<file path="src/rtl/huff_pkg.sv">
// Shared types and constants for the unary-run Huffman length decoder.
package huff_pkg;

  localparam int unsigned LEN_W   = 7;
  localparam int unsigned BYTE_W  = 8;
  localparam int unsigned RUN_MAX = 126;

  typedef enum logic [1:0] {
    StIdle,
    StShift,
    StEmit,
    StErr
  } state_e;

endpackage

</file>
<file path="src/rtl/huff_decode_ctrl_if.sv">
// Byte-in / symbol-out handshake bundle for huff_decode_ctrl.
interface huff_decode_ctrl_if;

  logic                         byte_valid;
  logic [huff_pkg::BYTE_W-1:0]  byte_data;
  logic                         byte_ready;
  logic                         flush;
  logic                         sym_valid;
  logic [huff_pkg::LEN_W-1:0]   sym_len;
  logic                         sym_ready;
  logic [15:0]                  sym_count;
  logic                         busy;
  logic                         err_ovf;

  modport slave (
    input  byte_valid, byte_data, flush, sym_ready,
    output byte_ready, sym_valid, sym_len, sym_count, busy, err_ovf
  );

  modport master (
    output byte_valid, byte_data, flush, sym_ready,
    input  byte_ready, sym_valid, sym_len, sym_count, busy, err_ovf
  );

endinterface

</file>
<file path="src/rtl/bit_shifter.sv">
// 8-bit MSB-first shift register with a count of bits still to be consumed.
module bit_shifter
  import huff_pkg::*;
(
  input  logic              clk,
  input  logic              n_rst,
  input  logic              clear,
  input  logic              load,
  input  logic [BYTE_W-1:0] load_data,
  input  logic              shift,
  output logic              msb,
  output logic [3:0]        bits_left,
  output logic              empty
);

  logic [BYTE_W-1:0] shreg_q, shreg_d;
  logic [3:0]        bits_left_q, bits_left_d;

  always_comb begin
    shreg_d     = shreg_q;
    bits_left_d = bits_left_q;
    if (clear) begin
      shreg_d     = '0;
      bits_left_d = '0;
    end else if (load) begin
      shreg_d     = load_data;
      bits_left_d = 4'(BYTE_W);
    end else if (shift && (bits_left_q != '0)) begin
      shreg_d     = {shreg_q[BYTE_W-2:0], 1'b0};
      bits_left_d = bits_left_q - 4'd1;
    end
  end

  always_ff @(posedge clk) begin
    if (!n_rst) begin
      shreg_q     <= '0;
      bits_left_q <= '0;
    end else begin
      shreg_q     <= shreg_d;
      bits_left_q <= bits_left_d;
    end
  end

  assign msb       = shreg_q[BYTE_W-1];
  assign bits_left = bits_left_q;
  assign empty     = (bits_left_q == '0);

endmodule

</file>
<file path="src/rtl/huff_decode_ctrl.sv">
// Unary-run code length decoder: counts 1s until a 0, emits run+1 as sym_len.
// Define HUFF_LEN_CHECK_EN to trap run overflow in StErr instead of saturating.
module huff_decode_ctrl
  import huff_pkg::*;
(
  input  logic               clk,
  input  logic               n_rst,
  huff_decode_ctrl_if.slave  bus
);

  state_e             state_q, state_d;
  logic [LEN_W-1:0]   run_q, run_d;
  logic [LEN_W-1:0]   sym_len_q, sym_len_d;
  logic [15:0]        sym_count_q, sym_count_d;
  logic               byte_ready;
  logic               sh_clear, sh_load, sh_shift;
  logic               sh_msb, sh_empty;
  logic [3:0]         sh_bits_left;
  logic               last_bit;

`ifdef HUFF_LEN_CHECK_EN
  logic err_ovf_q, err_ovf_d;
`endif

  bit_shifter u_shifter (
    .clk       (clk),
    .n_rst     (n_rst),
    .clear     (sh_clear),
    .load      (sh_load),
    .load_data (bus.byte_data),
    .shift     (sh_shift),
    .msb       (sh_msb),
    .bits_left (sh_bits_left),
    .empty     (sh_empty)
  );

  assign last_bit = (sh_bits_left == 4'd1);

  always_comb begin
    state_d     = state_q;
    run_d       = run_q;
    sym_len_d   = sym_len_q;
    sym_count_d = sym_count_q;
    byte_ready  = 1'b0;
    sh_clear    = 1'b0;
    sh_load     = 1'b0;
    sh_shift    = 1'b0;
`ifdef HUFF_LEN_CHECK_EN
    err_ovf_d   = err_ovf_q;
`endif
    if (bus.flush) begin
      state_d  = StIdle;
      run_d    = '0;
      sh_clear = 1'b1;
`ifdef HUFF_LEN_CHECK_EN
      err_ovf_d = 1'b0;
`endif
    end else begin
      unique case (state_q)
        StIdle: begin
          byte_ready = 1'b1;
          if (bus.byte_valid) begin
            sh_load = 1'b1;
            state_d = StShift;
          end
        end
        StShift: begin
          sh_shift = 1'b1;
          if (!sh_msb) begin
            sym_len_d = run_q + 7'd1;
            run_d     = '0;
            state_d   = StEmit;
          end else if (run_q == LEN_W'(RUN_MAX)) begin
`ifdef HUFF_LEN_CHECK_EN
            err_ovf_d = 1'b1;
            state_d   = StErr;
`else
            // Saturate: the run stays at its ceiling so sym_len tops out at 127.
            if (last_bit) state_d = StIdle;
`endif
          end else begin
            run_d = run_q + 7'd1;
            if (last_bit) state_d = StIdle;
          end
        end
        StEmit: begin
          if (bus.sym_ready) begin
            sym_count_d = sym_count_q + 16'd1;
            state_d     = sh_empty ? StIdle : StShift;
          end
        end
        StErr: state_d = StErr;
        default: state_d = StIdle;
      endcase
    end
  end

  always_ff @(posedge clk) begin
    if (!n_rst) begin
      state_q     <= StIdle;
      run_q       <= '0;
      sym_len_q   <= '0;
      sym_count_q <= '0;
    end else begin
      state_q     <= state_d;
      run_q       <= run_d;
      sym_len_q   <= sym_len_d;
      sym_count_q <= sym_count_d;
    end
  end

`ifdef HUFF_LEN_CHECK_EN
  always_ff @(posedge clk) begin
    if (!n_rst) err_ovf_q <= 1'b0;
    else        err_ovf_q <= err_ovf_d;
  end
  assign bus.err_ovf = err_ovf_q;
`else
  assign bus.err_ovf = 1'b0;
`endif

  assign bus.byte_ready = byte_ready;
  assign bus.sym_valid  = (state_q == StEmit);
  assign bus.sym_len    = sym_len_q;
  assign bus.sym_count  = sym_count_q;
  assign bus.busy       = (state_q != StIdle) || (run_q != '0);

endmodule
</file>
<file path="src/flat_wrapper.sv">
// flat-port wrapper written by rule: the top's interface ports become plain ports
module huff_decode_ctrl_flat import huff_pkg::*;
  (clk, n_rst, bus_byte_valid, bus_byte_data, bus_flush, bus_sym_ready, bus_byte_ready, bus_sym_valid, bus_sym_len, bus_sym_count, bus_busy, bus_err_ovf);
  huff_decode_ctrl_if bus_i ();
  input  logic clk;
  input  logic n_rst;
  input wire logic [$bits(bus_i.byte_valid)-1:0] bus_byte_valid;
  input wire logic [$bits(bus_i.byte_data)-1:0] bus_byte_data;
  input wire logic [$bits(bus_i.flush)-1:0] bus_flush;
  input wire logic [$bits(bus_i.sym_ready)-1:0] bus_sym_ready;
  output wire logic [$bits(bus_i.byte_ready)-1:0] bus_byte_ready;
  output wire logic [$bits(bus_i.sym_valid)-1:0] bus_sym_valid;
  output wire logic [$bits(bus_i.sym_len)-1:0] bus_sym_len;
  output wire logic [$bits(bus_i.sym_count)-1:0] bus_sym_count;
  output wire logic [$bits(bus_i.busy)-1:0] bus_busy;
  output wire logic [$bits(bus_i.err_ovf)-1:0] bus_err_ovf;
  assign bus_i.byte_valid = bus_byte_valid;
  assign bus_i.byte_data = bus_byte_data;
  assign bus_i.flush = bus_flush;
  assign bus_i.sym_ready = bus_sym_ready;
  assign bus_byte_ready = bus_i.byte_ready;
  assign bus_sym_valid = bus_i.sym_valid;
  assign bus_sym_len = bus_i.sym_len;
  assign bus_sym_count = bus_i.sym_count;
  assign bus_busy = bus_i.busy;
  assign bus_err_ovf = bus_i.err_ovf;
  huff_decode_ctrl u_core (.clk(clk), .n_rst(n_rst), .bus(bus_i));
endmodule
</file>
<file path="config.mk">
export PLATFORM = sky130hd
export DESIGN_NAME = huff_decode_ctrl_flat
export DESIGN_NICKNAME = d
export VERILOG_FILES = /design/src/rtl/huff_pkg.sv /design/src/rtl/huff_decode_ctrl_if.sv /design/src/rtl/bit_shifter.sv /design/src/rtl/huff_decode_ctrl.sv /design/src/flat_wrapper.sv
export SDC_FILE = /design/constraint.sdc
export NUM_CORES = 1
export LEC_CHECK = 0
export ABC_AREA = 1
export CORE_MARGIN = 2
export CORE_UTILIZATION = 34
export DETAILED_ROUTE_END_ITERATION = 10
export HOLD_SLACK_MARGIN = 0.15
export PLACE_DENSITY = 0.54
export SYNTH_ARGS = -nofsm -noshare
export SYNTH_HDL_FRONTEND = slang
export SYNTH_SLANG_ARGS = --single-unit
</file>
<file path="constraint.sdc">
create_clock -name clk -period 1.6 [get_ports clk]
set_input_delay 0.24 -clock clk [delete_from_list [all_inputs] [get_ports clk]]
set_output_delay 0.24 -clock clk [all_outputs]
set_load 0.05 [all_outputs]
</file>
==> impl_results.md <==
- Synth warn: 0
- Ant diodes: 0
- Met3 wire len: between 200 and 250 µm
- Endpoint of the worst hold path: u_core.u_shifter.shreg_q[4]
- Reg-to-reg critical path startpoint: u_core.bus.sym_count[1]
- Final Critical Period: about 1.6 ns
- Num CTS Buffers: 5
- Largest net degree at the start of global routing: 17
- Crit path capture type: output pin
- Critical path required time: 1.36 ns
- H-tree levels: 2
- Starting Density: 0.350
- Setup Skew: 0.00365 ns
- Core footprint: roughly 6300 µm²
- Hold_ws: around 0.47 ns
- Vias: slightly above 2000
- Top-area cell type share of the netlist area: 0.397
- CTS Sinks: 44
- Hold_sp: u_core.u_shifter.shreg_q[4]
- Vias per cell: between 4 and 5
- HP Class: flop to flop
- Place WS: -0.0475 ns
- Hold Buf Count CTS: 0
- Crit path launch type: flop
- Area of the multi-input gates: approximately 1100 µm²
- FF+latch area: just under 900 µm²
- Worst-case reg-to-reg path depth: 8
- EDFF count, synth: 0
- Final HPWL DP: about 3800 µm
- Mapped cell area: around 2200 µm²
- Final Non-Filler Cells: around 450
- Main synth FF type: dfxtp_1
- Final antenna-violating net count: 0
- Violated checks: negative setup slack
- CTS tree: yes
- Detailed Routing Iterations Pass 1: 4
- Seq/Total Area, Yosys: 0.397
- R2r setup slk: 0.21 ns
- Post-synth cell types: 29
- Full die area: a little over 7000 µm²
- First DRT Iteration DRCs: 60
- Final Max Slew Viols: 0
- Placer Congestion: roughly 0.8
- Final Setup Violations: 1
- Top layer in use: met4
- Worst skew pair latency: about 0.29 ns
- Syn_nets: between 300 and 400
- Inst Count DP: roughly 440
- I/O Buffers: 38
- Chip Width: 84.8 µm
- Synth area leaders: dfxtp_1 40%, nand2_1 11%, inv_1 7.3%, nor2_1 7.3%, a21oi_1 6.8%
- P&R area growth vs syn: 27.7%
- Ports: 40
- Gr ovfl total: 0
- Met2 wire length: approximately 2200 µm
- Most frequent cells in the layout: 63 x nand2_1, 42 x inv_1, 41 x nor2_1, 41 x dfxtp_1, 32 x buf_4
- Final period util: 1.01
- Peak Freq: between 600 and 700 MHz
- Fill count: between 600 and 700
- Endpoints failing hold: 0
- Most common cell after layout, fill and taps aside: nand2_1
- Initial antenna violation count: 0
- Critical R2R Capture: u_core.bus.sym_count[14]
- Worst-path clk slew: 0.08 ns
- Leakage power: roughly 1.2 nW
- Status: complete, but fails checks
- Vias in the first global route: between 1500 and 2000
- Final worst slack: -0.00967 ns
- Crit path kind: flop to output pin
- Total Wirelength: 4980 µm
- PwrDens: 726 nW/µm²
- Max clock buf depth: 2
- All-Layer GR Usage: 0.148
- Worst hold path cell count: 2
- Post-synthesis cell count: between 300 and 400
- Rows: 29
- Worst vdd ir: about 0.33 mV
- First-pass GRT wire length: 8770 µm
- Syn avg cell area: 6.98 µm²
- Crit path DAT: between 1 and 1.5 ns
- Layout cells sized above 1: 0.200
- DR WL/cell: 11.1 µm
- DR DRC count: 0
- Max-cap violations: 0
- Ys async rst share: 0
- Clock root buffer master: clkbuf_8
- Final nets: 388
- Die boundary height: 84.8 µm
- Leading area contributor after synthesis: dfxtp_1
- CP max FO: 5
- RSZ-0062 raised after global routing: true
- Final core occ: 0.447
- Met1 WL: between 2000 and 3000 µm
- Synthesis-stage register bit count: 44
==> state kept, by name (all words and copies together) (netlist names) <==
signal / cells
u_core.bus.sym_len: 7
u_core.u_shifter.bits_left: 4
u_core.state_q: 2
u_core.run_q: 7
u_core.bus.sym_count: 16
u_core.u_shifter.shreg_q: 8
==> layout make-up <==
cell class | count | share of cell area
multi-input cells | 221 | 0.405
flip-flops and latches | 44 | 0.312
repair buffers | 48 | 0.152
inverters | 49 | 0.0649
well taps | 77 | 0.0340
clock buffers | 8 | 0.0318
==> kinds of logic (layout without fill, tap and decap cells) <==
group	count (synthesis)	in the layout	share of synthesized area
AND/OR/NAND/NOR	153	153	0.321
AO/OA/AOI/OAI	55	55	0.130
buffers and inverters	53	105	0.0930
flip-flops	44	44	0.397
adder cells (fa/ha/maj)	6	6	0.0338
XOR/XNOR	6	6	0.0237
other	1	1	0.00169
==> routing by layer <==
metal	GRT usage	up-vias
li1	-	1105
met1	0.194	925
met2	0.243	40
met3	0.0354	8
met4	0.0433	0
met5	0	-
==> cell usage after synthesis (3+ instances only) <==
cell type	count
nand2_1	63
dfxtp_1	44
inv_1	43
nor2_1	43
a21oi_1	30
o21ai_0	22
nand3_1	15
ha_1	6
inv_2	6
nor2_2	6
xor2_1	6
nand4_1	5
nor3_1	5
nand2_2	4
buf_2	3
==> worst max path at each step <==
stage                                 start                        to  slack [ns]  cells past startpoint
floorplan           u_core.bus.sym_count[2]  u_core.bus.sym_count[13]        0.08                      7
global placement                  bus_flush     u_core.bus.sym_len[5]       -0.03                      9
detailed placement                bus_flush     u_core.bus.sym_len[6]       -0.05                      9
CTS                         u_core.run_q[0]                  bus_busy       -0.03                      6
global route                u_core.run_q[0]                  bus_busy       -0.13                      6
finish                      u_core.run_q[0]                  bus_busy       -0.01                      6
==> metrics by stage <==
stage | total power [mW] | cell area, µm² | TNS (ns)
6_report | 2.06 | 2840 | -0.00967
5_1_grt | 2.15 | 2840 | -0.129
4_1_cts | 2.09 | 2810 | -0.0286
3_5_place_dp | 1.36 | 2700 | -0.212
3_3_place_gp | 1.36 | 2700 | -0.0474
2_1_floorplan | 1.27 | 2220 | 0
==> critical path, stage by stage (launching register included) <==
cell and delay [ns]:
dfxtp_2 0.35, inv_2 0.07, ha_1 0.14, inv_1 0.04
nor4_2 0.15, nand4_1 0.15, buf_6 0.18
==> where the power goes <==
part           internal (mW)  switching [mW]  leakage [nW]
logic                 0.0888           0.132         0.813
registers               1.11         0.00987         0.357
clock network          0.353           0.366        0.0455
==> what timing repair did <==
item,CTS,global route
pin swaps,1,1
buffers inserted,0,3
resized for setup,5,1
gates cloned,0,0
setup endpoints to repair,2,5
(Power assumes the default switching activity.)
